`config.mk`:
```
export PLATFORM = sky130hd
export DESIGN_NAME = servo_pwm_multi_flat
export DESIGN_NICKNAME = d
export VERILOG_FILES = /design/src/rtl/servo_pwm_multi_pkg.sv /design/src/rtl/servo_pwm_multi_if.sv /design/src/rtl/servo_pwm_multi_channel.sv /design/src/rtl/servo_pwm_multi.sv /design/src/flat_wrapper.sv
export SDC_FILE = /design/constraint.sdc
export NUM_CORES = 1
export LEC_CHECK = 0
export BUFFER_PORTS_ARGS = -buffer_cell sky130_fd_sc_hd__buf_4
export CAP_MARGIN = 20
export CORE_MARGIN = 2
export CORE_UTILIZATION = 55
export DETAILED_ROUTE_END_ITERATION = 8
export PLACE_DENSITY = 0.8
export SETUP_SLACK_MARGIN = 0.2
export SLEW_MARGIN = 20
export SYNTH_ARGS = -nofsm -noshare
export SYNTH_HDL_FRONTEND = slang
export SYNTH_SLANG_ARGS = --single-unit
```
`constraint.sdc`:
```
create_clock -name Clk -period 5.7 [get_ports Clk]
set_input_delay 0.855 -clock Clk [delete_from_list [all_inputs] [get_ports Clk]]
set_output_delay 0.855 -clock Clk [all_outputs]
set_load 0.01 [all_outputs]
```
`src/rtl/servo_pwm_multi_pkg.sv`:
```
// Shared types, default timing constants and saturating width arithmetic
// for the multi-channel servo PWM generator.
package servo_pkg;

    typedef enum logic [1:0] {
        IDLE     = 2'd0,
        PEND_INC = 2'd1,
        PEND_DEC = 2'd2
    } pend_state_t;

    localparam int DEF_NUM_CH       = 2;
    localparam int DEF_CNT_W        = 21;
    localparam int DEF_FRAME_CYCLES = 1000000;
    localparam int DEF_MIN_PULSE    = 5000;
    localparam int DEF_MAX_PULSE    = 150000;
    localparam int DEF_CENTER_PULSE = 75000;
    localparam int DEF_STEP         = 450;

    // One extra bit of headroom so the sum can never wrap before the clamp.
    function automatic logic [31:0] clamp_add(input logic [31:0] value,
                                              input logic [31:0] step,
                                              input logic [31:0] max_value);
        logic [32:0] sum;
        sum = {1'b0, value} + {1'b0, step};
        return (sum > {1'b0, max_value}) ? max_value : sum[31:0];
    endfunction

    function automatic logic [31:0] clamp_sub(input logic [31:0] value,
                                              input logic [31:0] step,
                                              input logic [31:0] min_value);
        logic [32:0] floor_value;
        floor_value = {1'b0, min_value} + {1'b0, step};
        return ({1'b0, value} < floor_value) ? min_value : (value - step);
    endfunction

endpackage

```
`src/rtl/servo_pwm_multi_if.sv`:
```
// Request/pulse bundle between the key or tracker logic and the servo
// generator; the generator side uses the slave modport.
interface servo_pwm_multi_if
    import servo_pkg::*;
#(
    parameter int NUM_CH = DEF_NUM_CH,
    parameter int CNT_W  = DEF_CNT_W
);
    logic [NUM_CH-1:0]       inc;
    logic [NUM_CH-1:0]       dec;
    logic [NUM_CH-1:0]       pwm;
    logic                    frame_start;
    logic [NUM_CH*CNT_W-1:0] width;

    modport master (
        output inc,
        output dec,
        input  pwm,
        input  frame_start,
        input  width
    );

    modport slave (
        input  inc,
        input  dec,
        output pwm,
        output frame_start,
        output width
    );
endinterface

```
`src/rtl/servo_pwm_multi_channel.sv`:
```
// One servo channel: request synchronisers and edge detectors, pending
// step FSM, frame-committed width register and the registered pulse output.
module servo_channel
    import servo_pkg::*;
#(
    parameter int CNT_W        = DEF_CNT_W,
    parameter int MIN_PULSE    = DEF_MIN_PULSE,
    parameter int MAX_PULSE    = DEF_MAX_PULSE,
    parameter int CENTER_PULSE = DEF_CENTER_PULSE,
    parameter int STEP         = DEF_STEP
) (
    input  logic             Clk,
    input  logic             Reset,
    input  logic             inc,
    input  logic             dec,
    input  logic             commit,
    input  logic [CNT_W-1:0] frame_cnt,
    output logic             pwm,
    output logic [CNT_W-1:0] width
);

    logic [1:0]  inc_sync;
    logic [1:0]  dec_sync;
    logic        inc_hist;
    logic        dec_hist;
    logic        inc_edge;
    logic        dec_edge;
    pend_state_t state;

    assign inc_edge = inc_sync[1] & ~inc_hist;
    assign dec_edge = dec_sync[1] & ~dec_hist;

    // The commit cycle takes priority over any edge arriving with it, so a
    // request landing exactly on the frame boundary is dropped.
    always_ff @(posedge Clk) begin
        if (!Reset) begin
            inc_sync <= '0;
            dec_sync <= '0;
            inc_hist <= 1'b0;
            dec_hist <= 1'b0;
            state    <= IDLE;
            width    <= CNT_W'(CENTER_PULSE);
            pwm      <= 1'b0;
        end else begin
            inc_sync <= {inc_sync[0], inc};
            dec_sync <= {dec_sync[0], dec};
            inc_hist <= inc_sync[1];
            dec_hist <= dec_sync[1];
            pwm      <= (frame_cnt < width);

            if (commit) begin
                case (state)
                    PEND_INC: width <= CNT_W'(clamp_add(32'(width), 32'(STEP), 32'(MAX_PULSE)));
                    PEND_DEC: width <= CNT_W'(clamp_sub(32'(width), 32'(STEP), 32'(MIN_PULSE)));
                    default:  width <= width;
                endcase
                state <= IDLE;
            end else begin
                case (state)
                    IDLE: begin
                        if (inc_edge && !dec_edge) begin
                            state <= PEND_INC;
                        end else if (dec_edge && !inc_edge) begin
                            state <= PEND_DEC;
                        end
                    end
                    PEND_INC: if (dec_edge) state <= IDLE;
                    PEND_DEC: if (inc_edge) state <= IDLE;
                    default:  state <= IDLE;
                endcase
            end
        end
    end

endmodule

```
`src/rtl/servo_pwm_multi.sv`:
```
// Multi-channel servo PWM generator: shared frame counter and commit strobe
// driving one independent pulse-width channel per servo header.
module servo_pwm_multi
    import servo_pkg::*;
#(
    parameter int NUM_CH       = DEF_NUM_CH,
    parameter int CNT_W        = DEF_CNT_W,
    parameter int FRAME_CYCLES = DEF_FRAME_CYCLES,
    parameter int MIN_PULSE    = DEF_MIN_PULSE,
    parameter int MAX_PULSE    = DEF_MAX_PULSE,
    parameter int CENTER_PULSE = DEF_CENTER_PULSE,
    parameter int STEP         = DEF_STEP
) (
    input  logic             Clk,
    input  logic             Reset,
    servo_pwm_multi_if.slave bus
);

    localparam logic [CNT_W-1:0] LAST_CNT = CNT_W'(FRAME_CYCLES - 1);

    if (!(MIN_PULSE >= 1 && MIN_PULSE <= CENTER_PULSE &&
          CENTER_PULSE <= MAX_PULSE && MAX_PULSE < FRAME_CYCLES)) begin : g_bad_pulse
        $error("servo_pwm_multi: pulse limits must satisfy 1 <= MIN <= CENTER <= MAX < FRAME_CYCLES");
    end

    if (longint'(FRAME_CYCLES) >= (longint'(1) << CNT_W)) begin : g_bad_width
        $error("servo_pwm_multi: FRAME_CYCLES does not fit in CNT_W bits");
    end

    logic [CNT_W-1:0]        frame_cnt;
    logic                    frame_start_r;
    logic                    commit;
    logic [NUM_CH-1:0]       pwm_bits;
    logic [NUM_CH*CNT_W-1:0] width_bits;

    assign commit = (frame_cnt == LAST_CNT);

    // Free-running frame counter; frame_start is registered so it lines up
    // with the first registered pwm high cycle of every channel.
    always_ff @(posedge Clk) begin
        if (!Reset) begin
            frame_cnt     <= '0;
            frame_start_r <= 1'b0;
        end else begin
            frame_cnt     <= commit ? '0 : (frame_cnt + CNT_W'(1));
            frame_start_r <= (frame_cnt == '0);
        end
    end

    for (genvar c = 0; c < NUM_CH; c++) begin : g_ch
        servo_channel #(
            .CNT_W       (CNT_W),
            .MIN_PULSE   (MIN_PULSE),
            .MAX_PULSE   (MAX_PULSE),
            .CENTER_PULSE(CENTER_PULSE),
            .STEP        (STEP)
        ) u_channel (
            .Clk      (Clk),
            .Reset    (Reset),
            .inc      (bus.inc[c]),
            .dec      (bus.dec[c]),
            .commit   (commit),
            .frame_cnt(frame_cnt),
            .pwm      (pwm_bits[c]),
            .width    (width_bits[c*CNT_W +: CNT_W])
        );
    end

    assign bus.pwm         = pwm_bits;
    assign bus.width       = width_bits;
    assign bus.frame_start = frame_start_r;

endmodule

```
`src/flat_wrapper.sv`:
```
// flat-port wrapper written by rule: the top's interface ports become plain ports
module servo_pwm_multi_flat import servo_pkg::*;
#(
    parameter int NUM_CH       = DEF_NUM_CH,
    parameter int CNT_W        = DEF_CNT_W,
    parameter int FRAME_CYCLES = DEF_FRAME_CYCLES,
    parameter int MIN_PULSE    = DEF_MIN_PULSE,
    parameter int MAX_PULSE    = DEF_MAX_PULSE,
    parameter int CENTER_PULSE = DEF_CENTER_PULSE,
    parameter int STEP         = DEF_STEP
)
  (Clk, Reset, bus_inc, bus_dec, bus_pwm, bus_frame_start, bus_width);
  servo_pwm_multi_if #(.NUM_CH(NUM_CH), .CNT_W(CNT_W)) bus_i ();
  input  logic Clk;
  input  logic Reset;
  input wire logic [$bits(bus_i.inc)-1:0] bus_inc;
  input wire logic [$bits(bus_i.dec)-1:0] bus_dec;
  output wire logic [$bits(bus_i.pwm)-1:0] bus_pwm;
  output wire logic [$bits(bus_i.frame_start)-1:0] bus_frame_start;
  output wire logic [$bits(bus_i.width)-1:0] bus_width;
  assign bus_i.inc = bus_inc;
  assign bus_i.dec = bus_dec;
  assign bus_pwm = bus_i.pwm;
  assign bus_frame_start = bus_i.frame_start;
  assign bus_width = bus_i.width;
  servo_pwm_multi #(.NUM_CH(NUM_CH), .CNT_W(CNT_W), .FRAME_CYCLES(FRAME_CYCLES), .MIN_PULSE(MIN_PULSE), .MAX_PULSE(MAX_PULSE), .CENTER_PULSE(CENTER_PULSE), .STEP(STEP)) u_core (.Clk(Clk), .Reset(Reset), .bus(bus_i));
endmodule
```
==> metrics.md, run 1 <==
| Metric | Value |
|---|---|
| Min Clock Period, post-route | `3.78 ns` |
| Avg WL per Cell | `18.3 µm` |
| Die Ht | `between 100 and 150 µm` |
| Met2 wire len | `8180 µm` |
| Layout cells sized above 1 | `10.1%` |
| Setup crit start kind | `register` |
| Int Pwr | `0.000984 W` |
| Initial antenna violation count | `0` |
| R2r setup slk | `1.92 ns` |
| Final net count | `950` |
| Commonest cells after routing, fill and taps aside | `dfxtp_1, nor2_1, nand2_1` |
| Initial drt markers | `863` |
| Setup repair bufs after CTS | `0` |
| Crit path kind | `reg -> reg` |
| Power per Cell Area | `183 nW/µm²` |
| Worst R2R Path Depth | `10` |
| Dominant synthesized flop cell | `dfxtp_1` |
| Post-route setup slack | `1.92 ns` |
| CORE AREA | `11,500 µm²` |
| Outcome | `finished with violations` |
| Clock power frac | `50.0%` |
| CTS clk-pin slew, worst paths | `around 0.07 ns` |
| Drt drc | `1` |
| CTS buffer count | `9` |
| Post-Place Setup Slack | `2.05 ns` |
| ANT cells | `0` |
| FF-to-FF Start | `u_core.g_ch[1].u_channel.width[2]$_SDFFE_PN0P_` |
| Share of flip-flops with an asynchronous set or reset | `0%` |
| Post-Route Setup TNS | `0 ns` |
| Largest net degree at the start of global routing | `44` |
| Dpl cell area | `6850 µm²` |
| Total wire length | `~19,000 µm` |
| Worst vdd rail ir drop | `0.153 mV` |
| Critical-path maximum fanout | `11` |
| P&R area growth vs syn | `9.30%` |
| Switching share of total power | `between 20% and 30%` |
| Slew Viols, Final | `0` |
| Hold crit path type | `reg -> reg` |
| Worst path cell trace | `ha_1, nand4_2, a2111oi_2, xnor2_1, a31oi_1, nand2b_1, o21ai_1, nor2_1, or3_1, a21oi_1` |
| Area contributors post-synth | `dfxtp_1, ha_1, a21oi_1` |
| Placer congestion estimate | `0.969` |
| Post-Syn Area | `~6600 µm²` |
| Vias/cell | `6.59` |
| Synthesized flop and latch total | `80` |
| Gate power share | `6.4%` |
| Root Driver | `clkbuf_16` |
| Highest Signal Layer | `met4` |
| CP required | `roughly 6 ns` |
| Mapped Cells | `roughly 890` |
| Fmax | `265 MHz` |
| P_sw | `0.000329 W` |
| Synth warnings | `0` |
| DP Wirelength | `13,100 µm` |
| Syn Area/Cell | `7.38 µm²` |
| Final worst path period share | `between 60% and 70%` |
| Commonest non-fill, non-tap cell in the layout | `dfxtp_1` |
| Standard-cell rows | `39` |
| Seq/Total Area, Yosys | `24.4%` |
| Sequential power share | `43.7%` |
| RSZ-0062 raised after global routing | `false` |
| WP data arrival | `4.05 ns` |
| Total of cells resized after clock tree synthesis | `0` |
| Crit-path max cell delay | `0.80 ns` |
| Longest Clk Path Bufs | `2` |
| Synth area leader | `dfxtp_1` |
| Length of routed met3 wiring | `2040 µm` |
| CP Capture Type | `register` |
| Setup crit start | `u_core.g_ch[1].u_channel.width[2]$_SDFFE_PN0P_` |
| Via count | `6,854` |
| Synth top area share | `24.4%` |
| Post-route design area | `7170 µm²` |
| Final core occ | `62.3%` |
| Top-Level Pins | `51` |
| Initial Utilization | `57.0%` |
| Final setup violating endpoints | `0` |
| Final Hold Fails | `0` |
| DRT Pass-1 Iters | `9` |
| Clk_skew | `around 0.016 ns` |
| Clk Latency, worst-skew pair | `about 0.36 ns` |
| Max-capacitance violation count | `0` |
| Post-Route M1 WL | `8280 µm` |
| Crit-path slowest cell | `o21ai_1` |
| Failing checks | `design-rule violations` |
| R2r endpoint | `u_core.g_ch[1].u_channel.width[1]$_SDFFE_PN0P_` |
| Slew HR | `26.1%` |
| Vias in the first global route | `6,090` |
| Number of nets still failing antenna checks after routing | `0` |
| TritonCTS clock tree | `yes` |
| Synth cell types | `79` |
| Number of synthesized flops with an enable pin | `0` |
| Clock sinks | `80` |
| Pleak | `roughly 2.8 nW` |
| H-tree Lvls | `3` |
| Global-route wire length before repair | `31,200 µm` |
| Die Span X | `113 µm` |
| Worst Max-Slew Pin Slew | `1.11 ns` |
| # port buffers | `48` |
| Overflow after GRT | `0` |
| Die Area | `12,800 µm²` |
| Tot GR Track Use | `29.8%` |
| Hold buffer count at cts | `0` |
| CP Capture Point | `u_core.g_ch[1].u_channel.width[1]$_SDFFE_PN0P_` |
synthesized netlist by cell type (all sizes together), types with 7 or more instances:
library cell	count
dfxtp	80
nor2	79
nand2	72
o21ai	70
a21oi	66
ha	52
inv	50
nand3	39
clkbuf	37
nor3	36
buf	25
and2	23
xnor2	18
a31oi	17
nand2b	16
nand4	15
nor4	15
and3	11
o31ai	11
or3	11
xor2	11
a22o	10
a211oi	9
o211ai	8
o21a	7
power by group through the flow:
stage	clock network (W)	registers [W]	logic, W
after detailed placement	0	0.000586	0.0000821
after global routing	0.000679	0.000574	0.0000935
after floorplan	0	0.000585	0.0000607
after global placement	0	0.000586	0.0000812
final	0.000656	0.000573	0.0000839
after CTS	0.000657	0.000573	0.0000825
kinds of logic after synthesis:
family                     Yosys count  share of synthesized area [%]
AOI/OAI and AO/OA                  265                           26.8
xor gates and xnor gates            29                           3.87
adders and majority gates           52                           9.91
buffers and inverters              113                           7.36
DFF                                 80                           24.4
muxes                                3                          0.477
other                                1                         0.0571
and+or+nand+nor                    346                           27.1
worst max-delay path: cells and delay by family, from the launching register on:
kind / cells / cell delay, ns
adders and majority gates: 1 / 0.39
xor gates and xnor gates: 1 / 0.21
and+or+nand+nor: 4 / 0.92
DFF: 1 / 0.53
AOI/OAI and AO/OA: 4 / 1.66
worst min-delay path by stage:
stage,from,endpoint,cells after the start
4_1_cts,u_core.g_ch[1].u_channel.inc_sync[0]$_SDFF_PN0_,u_core.g_ch[1].u_channel.inc_sync[1]$_SDFF_PN0_,1
3_5_place_dp,u_core.g_ch[1].u_channel.inc_sync[0]$_SDFF_PN0_,u_core.g_ch[1].u_channel.inc_sync[1]$_SDFF_PN0_,1
3_3_place_gp,u_core.g_ch[1].u_channel.dec_sync[0]$_SDFF_PN0_,u_core.g_ch[1].u_channel.dec_sync[1]$_SDFF_PN0_,1
5_1_grt,u_core.g_ch[1].u_channel.inc_sync[0]$_SDFF_PN0_,u_core.g_ch[1].u_channel.inc_sync[1]$_SDFF_PN0_,1
2_1_floorplan,u_core.g_ch[0].u_channel.dec_sync[0]$_SDFF_PN0_,u_core.g_ch[0].u_channel.dec_sync[1]$_SDFF_PN0_,1
6_report,u_core.g_ch[1].u_channel.dec_sync[0]$_SDFF_PN0_,u_core.g_ch[1].u_channel.dec_sync[1]$_SDFF_PN0_,1
final cells by class:
type / count / area, µm²
inverter: 51 / 191
fill: 1042 / 4340
timing repair buffer: 53 / 398
clock inverter: 6 / 92.6
tap: 143 / 179
clock buffer: 10 / 229
sequential: 80 / 1600
multi-input combinational: 697 / 4480
state kept, by name, summed over array words and instances, names as in the netlist:
name,flops
u_core.g_ch.u_channel.pwm,2
u_core.g_ch.u_channel.inc_sync,4
u_core.g_ch.u_channel.inc_hist,2
u_core.bus.frame_start,1
u_core.g_ch.u_channel.dec_hist,2
u_core.g_ch.u_channel.width,40
u_core.frame_cnt,21
u_core.g_ch.u_channel.state,4
u_core.g_ch.u_channel.dec_sync,4
stage by stage:
| stage | cells | hold slack, ns | total power, W |
|---|---|---|---|
| detailed placement | 1024 | 0.423 | 0.000668 |
| CTS | 1040 | 0.439 | 0.00131 |
| floorplan | 890 | 0.412 | 0.000646 |
| global route | 1040 | 0.462 | 0.00135 |
| global placement | 1024 | 0.425 | 0.000667 |
| finish | 1040 | 0.435 | 0.00131 |
metal layers:
metal,track usage (%),up-vias
met5,0,-
met4,11.6,0
met3,5.62,60
met2,45.3,397
met1,41.7,3129
li1,-,3268
No activity file was read; power rests on OpenSTA's default activity.
==> run 2, diff against run 1 <==
- ABC_AREA: not set -> 1
- PLACE_DENSITY: 0.8 -> 0.83
- clock period: 5.7 -> 3.41 ns (I/O delays scaled with it)
==> metrics.md, run 2 <==
| Metric | Value |
|---|---|
| Outcome | `finished, final reports clean` |
| Pleak | `3.46 nW (+23%)` |
| Max-capacitance violation count | `0 (unchanged)` |
| Vias/cell | `5.57 (-16%)` |
| Synth cell types | `45 (-43%)` |
| Power per Cell Area | `333 nW/µm² (+82%)` |
| TritonCTS clock tree | `yes` |
| Via count | `6,825 (-0.42%)` |
| Dpl cell area | `7000 µm² (+2.2%)` |
| Min Clock Period, post-route | `2.47 ns (-1.31 ns)` |
| Final worst path period share | `72.5% (+6.2 points)` |
| Initial antenna violation count | `0 (unchanged)` |
| Avg WL per Cell | `14.0 µm (-23%)` |
| Commonest cells in the netlist | `nand2_1, inv_1, nor2_1` |
| Clk Latency, worst-skew pair | `0.35 ns (about the same)` |
| H-tree Lvls | `3 (unchanged)` |
| Number of nets still failing antenna checks after routing | `0 (unchanged)` |
| Clock power frac | `39.8% (-10 points)` |
| CTS clk-pin slew, worst paths | `0.07 ns (about the same)` |
| Top reg by flops | `u_core.g_ch.u_channel.width` |
| Root Driver | `clkbuf_16` |
| Slew HR | `43.3% (+17 points)` |
| Synth area leader | `dfxtp_1` |
| Critical-path maximum fanout | `22 (+11)` |
| Synth warnings | `0 (unchanged)` |
| Post-Route M1 WL | `8050 µm (-2.8%)` |
| Number of synthesized flops with an enable pin | `0 (unchanged)` |
| Total of cells resized after clock tree synthesis | `0 (unchanged)` |
| Hold crit path type | `in -> reg` |
| Hold buffer count at cts | `0 (unchanged)` |
| Synthesized flop and latch total | `80 (unchanged)` |
| CORE AREA | `11,900 µm² (+3.0%)` |
| Die Span X | `114 µm (+0.26%)` |
| Top Registers | `u_core.g_ch.u_channel.width: 40 flops, u_core.frame_cnt: 21 flops` |
| Sequential power share | `40.3% (-3.4 points)` |
| # port buffers | `48 (unchanged)` |
| Setup crit start kind | `register` |
| Total power | `0.00243 W (+85%)` |
| Max reg flops | `40 (unchanged)` |
| DRT Pass-1 Iters | `5 (-4)` |
| CP required | `3.65 ns (-2.33 ns)` |
| CP Capture Type | `register` |
| Met2 wire len | `7890 µm (-3.5%)` |
| Total wire length | `17,200 µm (-9.7%)` |
| WP data arrival | `2.72 ns (-1.33 ns)` |
| Tot GR Track Use | `27.7% (-2.1 points)` |
| Mapped Cells | `1,042 (+17%)` |
| Vias in the first global route | `6,089 (-0.016%)` |
| Final core occ | `61.5% (-0.80 points)` |
| Highest Signal Layer | `met4` |
| Worst vdd rail ir drop | `0.363 mV (+140%)` |
| Commonest non-fill, non-tap cell in the layout | `nand2_1` |
| Top-Level Pins | `51 (unchanged)` |
| P_sw | `0.000776 W (+140%)` |
| Share of flip-flops with an asynchronous set or reset | `0% (unchanged)` |
| Gate power share | `19.9% (+13 points)` |
| Worst Max-Slew Pin Slew | `0.848 ns (-0.257 ns)` |
| Switching share of total power | `31.9% (+6.8 points)` |
| Area contributors post-synth | `dfxtp_1, nand2_1, ha_1` |
| Commonest cells after routing, fill and taps aside | `nand2_1, inv_1, nor2_1` |
| Drt drc | `0 (-1)` |
| Int Pwr | `0.00166 W (+68%)` |
| Area of the multi-input gates | `4310 µm² (-3.9%)` |
| ANT cells | `0 (unchanged)` |
| CTS buffer count | `9 (unchanged)` |
| Fmax | `405 MHz (+53%)` |
| Longest Clk Path Bufs | `2 (unchanged)` |
| Layout cells sized above 1 | `12.6% (+2.5 points)` |
| DP Wirelength | `12,700 µm (-3.4%)` |
| Global-route wire length before repair | `29,300 µm (-6.0%)` |
| Die Ht | `114 µm (+0.26%)` |
| Top-count cell post-synth | `nand2_1` |
| Syn Area/Cell | `6.33 µm² (-14%)` |
| Placer congestion estimate | `0.965 (-0.40%)` |
| Length of routed met3 wiring | `1020 µm (-50%)` |
| Final Hold Fails | `0 (unchanged)` |
| Largest net degree at the start of global routing | `36 (-18%)` |
| Standard-cell rows | `40 (+2.6%)` |
| P&R area growth vs syn | `10.5%` |
| Crit path kind | `reg -> reg` |
| Clock sinks | `80 (unchanged)` |
| Fill count | `1,124 (+7.9%)` |
| Final net count | `1,132 (+19%)` |
| Initial Utilization | `55.6% (-1.4 points)` |
| Post-Route Setup TNS | `0 ns (unchanged)` |
| Setup repair bufs after CTS | `0 (unchanged)` |
| Die Area | `12,900 µm² (+0.51%)` |
| Slew Viols, Final | `0 (unchanged)` |
| Synth top area share | `24.3% (-0.13 points)` |
| Post-Syn Area | `6600 µm² (+0.53%)` |
| Overflow after GRT | `0 (unchanged)` |
| FF+latch area | `1600 µm² (unchanged)` |
| Post-route design area | `7290 µm² (+1.7%)` |
| Dominant synthesized flop cell | `dfxtp_1` |
| Clk_skew | `0.00663 ns (-0.00951 ns)` |
| RSZ-0062 raised after global routing | `false` |
| Initial drt markers | `565 (-35%)` |
| Seq/Total Area, Yosys | `24.3% (-0.13 points)` |
| Final setup violating endpoints | `0 (unchanged)` |
run 2: cell types whose count changed in the layout (fill, tap and decap cells not counted), sizes merged, moves of 11 or more:
cell	before	now
inv	51	134
a21oi	66	92
or3	11	0
o21ai	70	54
xor2	11	22
xnor2	18	0
nor2	79	109
o31ai	11	0
nand2	72	289
nand3	39	74
and2	23	0
nor3	36	21
nand2b	16	0
run 2: layout make-up:
class | count | area share, %
Multi-Input combinational cell | 794 | 59.1
Tap cell | 147 | 2.52
Timing Repair Buffer | 52 | 5.35
Clock inverter | 5 | 0.566
Sequential cell | 80 | 22.0
Clock buffer | 11 | 3.47
Inverter | 137 | 7.05
run 2: worst paths after layout:
| kind | to | slack [ns] | start | depth (start not counted) |
|---|---|---|---|---|
| setup / recovery | u_core.frame_cnt[19]$_SDFF_PP0_ | 0.94 | u_core.frame_cnt[1]$_SDFF_PP0_ | 11 |
| hold / removal | u_core.g_ch[0].u_channel.dec_sync[0]$_SDFF_PN0_ | 0.34 | bus_dec[0] | 3 |
| setup reg to reg | u_core.frame_cnt[19]$_SDFF_PP0_ | 0.94 | u_core.frame_cnt[1]$_SDFF_PP0_ | 11 |
| hold reg to reg | u_core.g_ch[1].u_channel.dec_sync[1]$_SDFF_PN0_ | 0.42 | u_core.g_ch[1].u_channel.dec_sync[0]$_SDFF_PN0_ | 2 |
run 2: critical path: stages (launching register included):
cell and delay, ns:
dfxtp_1 0.40, ha_1 0.21, nand2_1 0.07, nor2_1 0.13, nand2_1 0.07, inv_1 0.08
nand2_1 0.08, inv_1 0.13, nand3_1 0.22, nand2_1 0.71, o21bai_1 0.21, a21oi_1 0.06
run 2: cells by family after synthesis:
family	synth area share (%)
simple gates	37.3
compound gates	14.9
buf+inv	10.5
flops	24.3
fa+ha+maj	9.86
xor+xnor	3.15
other cells	0.0568
run 2: layer usage:
layer | global-route usage, % | vias to the layer above
li1 | - | 3472
met3 | 3.29 | 21
met5 | 0 | -
met2 | 44.6 | 234
met4 | 9.43 | 0
met1 | 38.5 | 3098
run 2: stage by stage:
step	setup slack [ns]	hold slack (ns)	std cells
2_1_floorplan	1.42	0.390	1043
3_3_place_gp	1.04	0.395	1210
3_5_place_dp	1.00	0.403	1210
4_1_cts	0.978	0.339	1226
5_1_grt	0.676	0.347	1226
6_report	0.939	0.339	1226
run 2: power groups by stage:
stage                     Clock (W)  Combinational (W)  Sequential, W
after floorplan                   0           0.000346       0.000997
after global placement            0           0.000464        0.00100
after detailed placement          0           0.000470        0.00100
after CTS                  0.000978           0.000475       0.000980
after global routing        0.00101           0.000538       0.000982
final                      0.000967           0.000484       0.000980
==> run 3, diff against run 2 <==
- PLACE_DENSITY: 0.83 -> 0.8
- clock period: 3.41 -> 2.4 ns (I/O delays scaled with it)
==> metrics.md, run 3 (synthesized netlist as in run 2, its figures left out) <==
| Metric | Value |
|---|---|
| Slew Viols, Final | `0 (unchanged)` |
| Critical-path maximum fanout | `6 (-73%)` |
| Max-capacitance violation count | `0 (unchanged)` |
| Min Clock Period, post-route | `2.18 ns (-0.287 ns)` |
| Clock sinks | `80 (unchanged)` |
| Number of nets still failing antenna checks after routing | `0 (unchanged)` |
| Global-route wire length before repair | `29,700 µm (+1.1%)` |
| CP required | `2.63 ns (-1.02 ns)` |
| Crit path kind | `reg -> reg` |
| Worst vdd rail ir drop | `0.684 mV (+89%)` |
| FF-to-FF Start | `u_core.g_ch[0].u_channel.width[1]$_SDFFE_PN0P_` |
| Hold crit path type | `in -> reg` |
| Worst R2R Path Depth | `16 (+5)` |
| Overflow after GRT | `0 (unchanged)` |
| Setup crit start kind | `register` |
| Non-Filler Instances | `1,283 (+4.6%)` |
| Placer congestion estimate | `0.988 (+2.3%)` |
| Max reg flops | `40 (unchanged)` |
| WP data arrival | `2.41 ns (-0.31 ns)` |
| Drt drc | `0 (unchanged)` |
| Top-Level Pins | `51 (unchanged)` |
| Standard-cell rows | `40 (unchanged)` |
| Vias in the first global route | `6,131 (+0.69%)` |
| Pleak | `3.83 nW (+11%)` |
| CTS buffer count | `9 (unchanged)` |
| Slew HR | `55.8% (+12 points)` |
| Tot GR Track Use | `28.4% (+0.72 points)` |
| CTS clk-pin slew, worst paths | `0.07 ns (about the same)` |
| Delay-heaviest family, CP | `simple AND/OR/NAND/NOR gates` |
| # port buffers | `48 (unchanged)` |
| Avg WL per Cell | `15.4 µm (+9.5%)` |
| Vias/cell | `5.70 (+2.4%)` |
| CP Capture Type | `register` |
| Initial drt markers | `859 (+52%)` |
| Post-Place Cells | `1,241 (+2.6%)` |
| Layout cells sized above 1 | `23.6% (+11 points)` |
| Worst Max-Slew Pin Slew | `0.662 ns (-0.186 ns)` |
| Power per Cell Area | `475 nW/µm² (+42%)` |
| Die Area | `12,900 µm² (unchanged)` |
| Dpl cell area | `7240 µm² (+3.5%)` |
| Outcome | `finished, final reports clean` |
| Final setup violating endpoints | `0 (unchanged)` |
| Crit-path max cell delay | `0.37 ns (-0.34 ns)` |
| H-tree Lvls | `3 (unchanged)` |
| Longest Clk Path Bufs | `2 (unchanged)` |
| CP Capture Point | `u_core.g_ch[0].u_channel.width[12]$_SDFFE_PN0P_` |
| Crit-path slowest cell | `dfxtp_4` |
| R2r endpoint | `u_core.g_ch[0].u_channel.width[12]$_SDFFE_PN0P_` |
| Final worst path period share | `91.0% (+19 points)` |
| Total wire length | `19,700 µm (+15%)` |
| Root Driver | `clkbuf_16` |
| TritonCTS clock tree | `yes` |
| R2r setup slk | `0.22 ns (-0.72 ns)` |
| Initial antenna violation count | `0 (unchanged)` |
| Post-route design area | `8170 µm² (+12%)` |
| Top Registers | `u_core.g_ch.u_channel.width: 40 flops, u_core.frame_cnt: 21 flops` |
| Die Span X | `114 µm (unchanged)` |
| Commonest cells after routing, fill and taps aside | `nand2_1, inv_1, buf_4` |
| Top reg by flops | `u_core.g_ch.u_channel.width` |
| Setup crit start | `u_core.g_ch[0].u_channel.width[1]$_SDFFE_PN0P_` |
| Fmax | `458 MHz (+13%)` |
| Commonest non-fill, non-tap cell in the layout | `nand2_1` |
| Die Ht | `114 µm (unchanged)` |
| Levels on crit path | `16 (+5)` |
| Initial Utilization | `55.6% (unchanged)` |
| Worst path cell trace | `ha_4, nand2_4, inv_2, nand2_2, nand3_1, nand2_1, nand4_1, nor2_1, nand2_1, nand2_1, nand2_2, nand2_4, nand3_4, buf_6, nand2_2, a21oi_2` |
| WP buf/inv | `2 (unchanged)` |
| ANT cells | `0 (unchanged)` |
| RSZ-0062 raised after global routing | `true` |
| Largest net degree at the start of global routing | `32 (-11%)` |
| Final net count | `1,189 (+5.0%)` |
| Final Hold Fails | `0 (unchanged)` |
| Clk Latency, worst-skew pair | `0.36 ns (about the same)` |
| CORE AREA | `11,900 µm² (unchanged)` |
| Clk_skew | `0.0110 ns (+0.00438 ns)` |
| DP Wirelength | `13,200 µm (+3.9%)` |
| Via count | `7,313 (+7.2%)` |
| Post-Route Setup TNS | `0 ns (unchanged)` |
| DRT Pass-1 Iters | `6 (+1)` |
| P&R area growth vs syn | `23.8%` |
## run 3: changes by cell type in the layout (fill, tap and decap cells not counted), sizes merged
cell      previous run  this run
nand3               74        76
nand2              289       291
clkinv               6         3
buf                 52       104
inv                134       133
bufinv               0         3
clkinvlp             2         4
## run 3: worst min path at each step
stage,cells after the start,to,slack (ns),start
floorplan,2,u_core.g_ch[0].u_channel.dec_sync[1]$_SDFF_PN0_,0.39,u_core.g_ch[0].u_channel.dec_sync[0]$_SDFF_PN0_
global placement,2,u_core.g_ch[0].u_channel.dec_sync[1]$_SDFF_PN0_,0.39,u_core.g_ch[0].u_channel.dec_sync[0]$_SDFF_PN0_
detailed placement,2,u_core.g_ch[0].u_channel.dec_sync[1]$_SDFF_PN0_,0.40,u_core.g_ch[0].u_channel.dec_sync[0]$_SDFF_PN0_
CTS,3,u_core.g_ch[0].u_channel.inc_sync[0]$_SDFF_PN0_,0.18,bus_inc[0]
global route,3,u_core.g_ch[0].u_channel.inc_sync[0]$_SDFF_PN0_,0.17,bus_inc[0]
finish,3,u_core.g_ch[0].u_channel.inc_sync[0]$_SDFF_PN0_,0.18,bus_inc[0]
## run 3: area by class of cell
class / instances / area [µm²]
clock buffers: 10 / 239
clock inverters: 6 / 115
fillers: 994 / 3690
inverters: 137 / 526
multi-input cells: 798 / 4630
flip-flops and latches: 80 / 1640
well taps: 147 / 184
repair buffers: 105 / 837
## run 3: layer usage
layer	vias up	routed length (µm)	track usage [%]
li1	3605	-	-
met1	3295	8570	39.2
met2	366	8890	44.0
met3	47	1920	7.55
met4	0	367	7.64
met5	-	0	0
## run 3: timing repair
item,4_1_cts,5_1_grt
setup buffers,2,19
pin swaps,0,21
gates cloned,0,5
gates resized for setup,5,105
hold buffers,0,0
setup endpoints to repair,22,42
## run 3: worst reg2reg max path, stage by stage, from the launching register on
cell and delay, ns:
dfxtp_4 0.37, ha_4 0.17, nand2_4 0.09, inv_2 0.05, nand2_2 0.09, nand3_1 0.09, nand2_1 0.12, nand4_1 0.19
nor2_1 0.15, nand2_1 0.06, nand2_1 0.07, nand2_2 0.06, nand2_4 0.12, nand3_4 0.16, buf_6 0.17, nand2_2 0.05
a21oi_2 0.04
## run 3: power breakdown
| part | total, W | internal [W] | switching [W] |
|---|---|---|---|
| Clock | 0.00167 | 0.00105 | 0.000618 |
| Sequential | 0.00139 | 0.00137 | 0.0000229 |
| Combinational | 0.000821 | 0.000292 | 0.000530 |
| Total | 0.00388 | 0.00271 | 0.00117 |
## run 3: metrics by stage
stage | worst slack [ns] | util (%) | hold WS, ns | total power [W]
floorplan | 0.414 | - | 0.390 | 0.00191
global placement | 0.189 | 61.1 | 0.394 | 0.00215
finish | 0.216 | 68.9 | 0.184 | 0.00388
detailed placement | 0.150 | 61.1 | 0.400 | 0.00215
CTS | 0.198 | 64.4 | 0.175 | 0.00382
global route | 0.113 | 68.9 | 0.175 | 0.00403
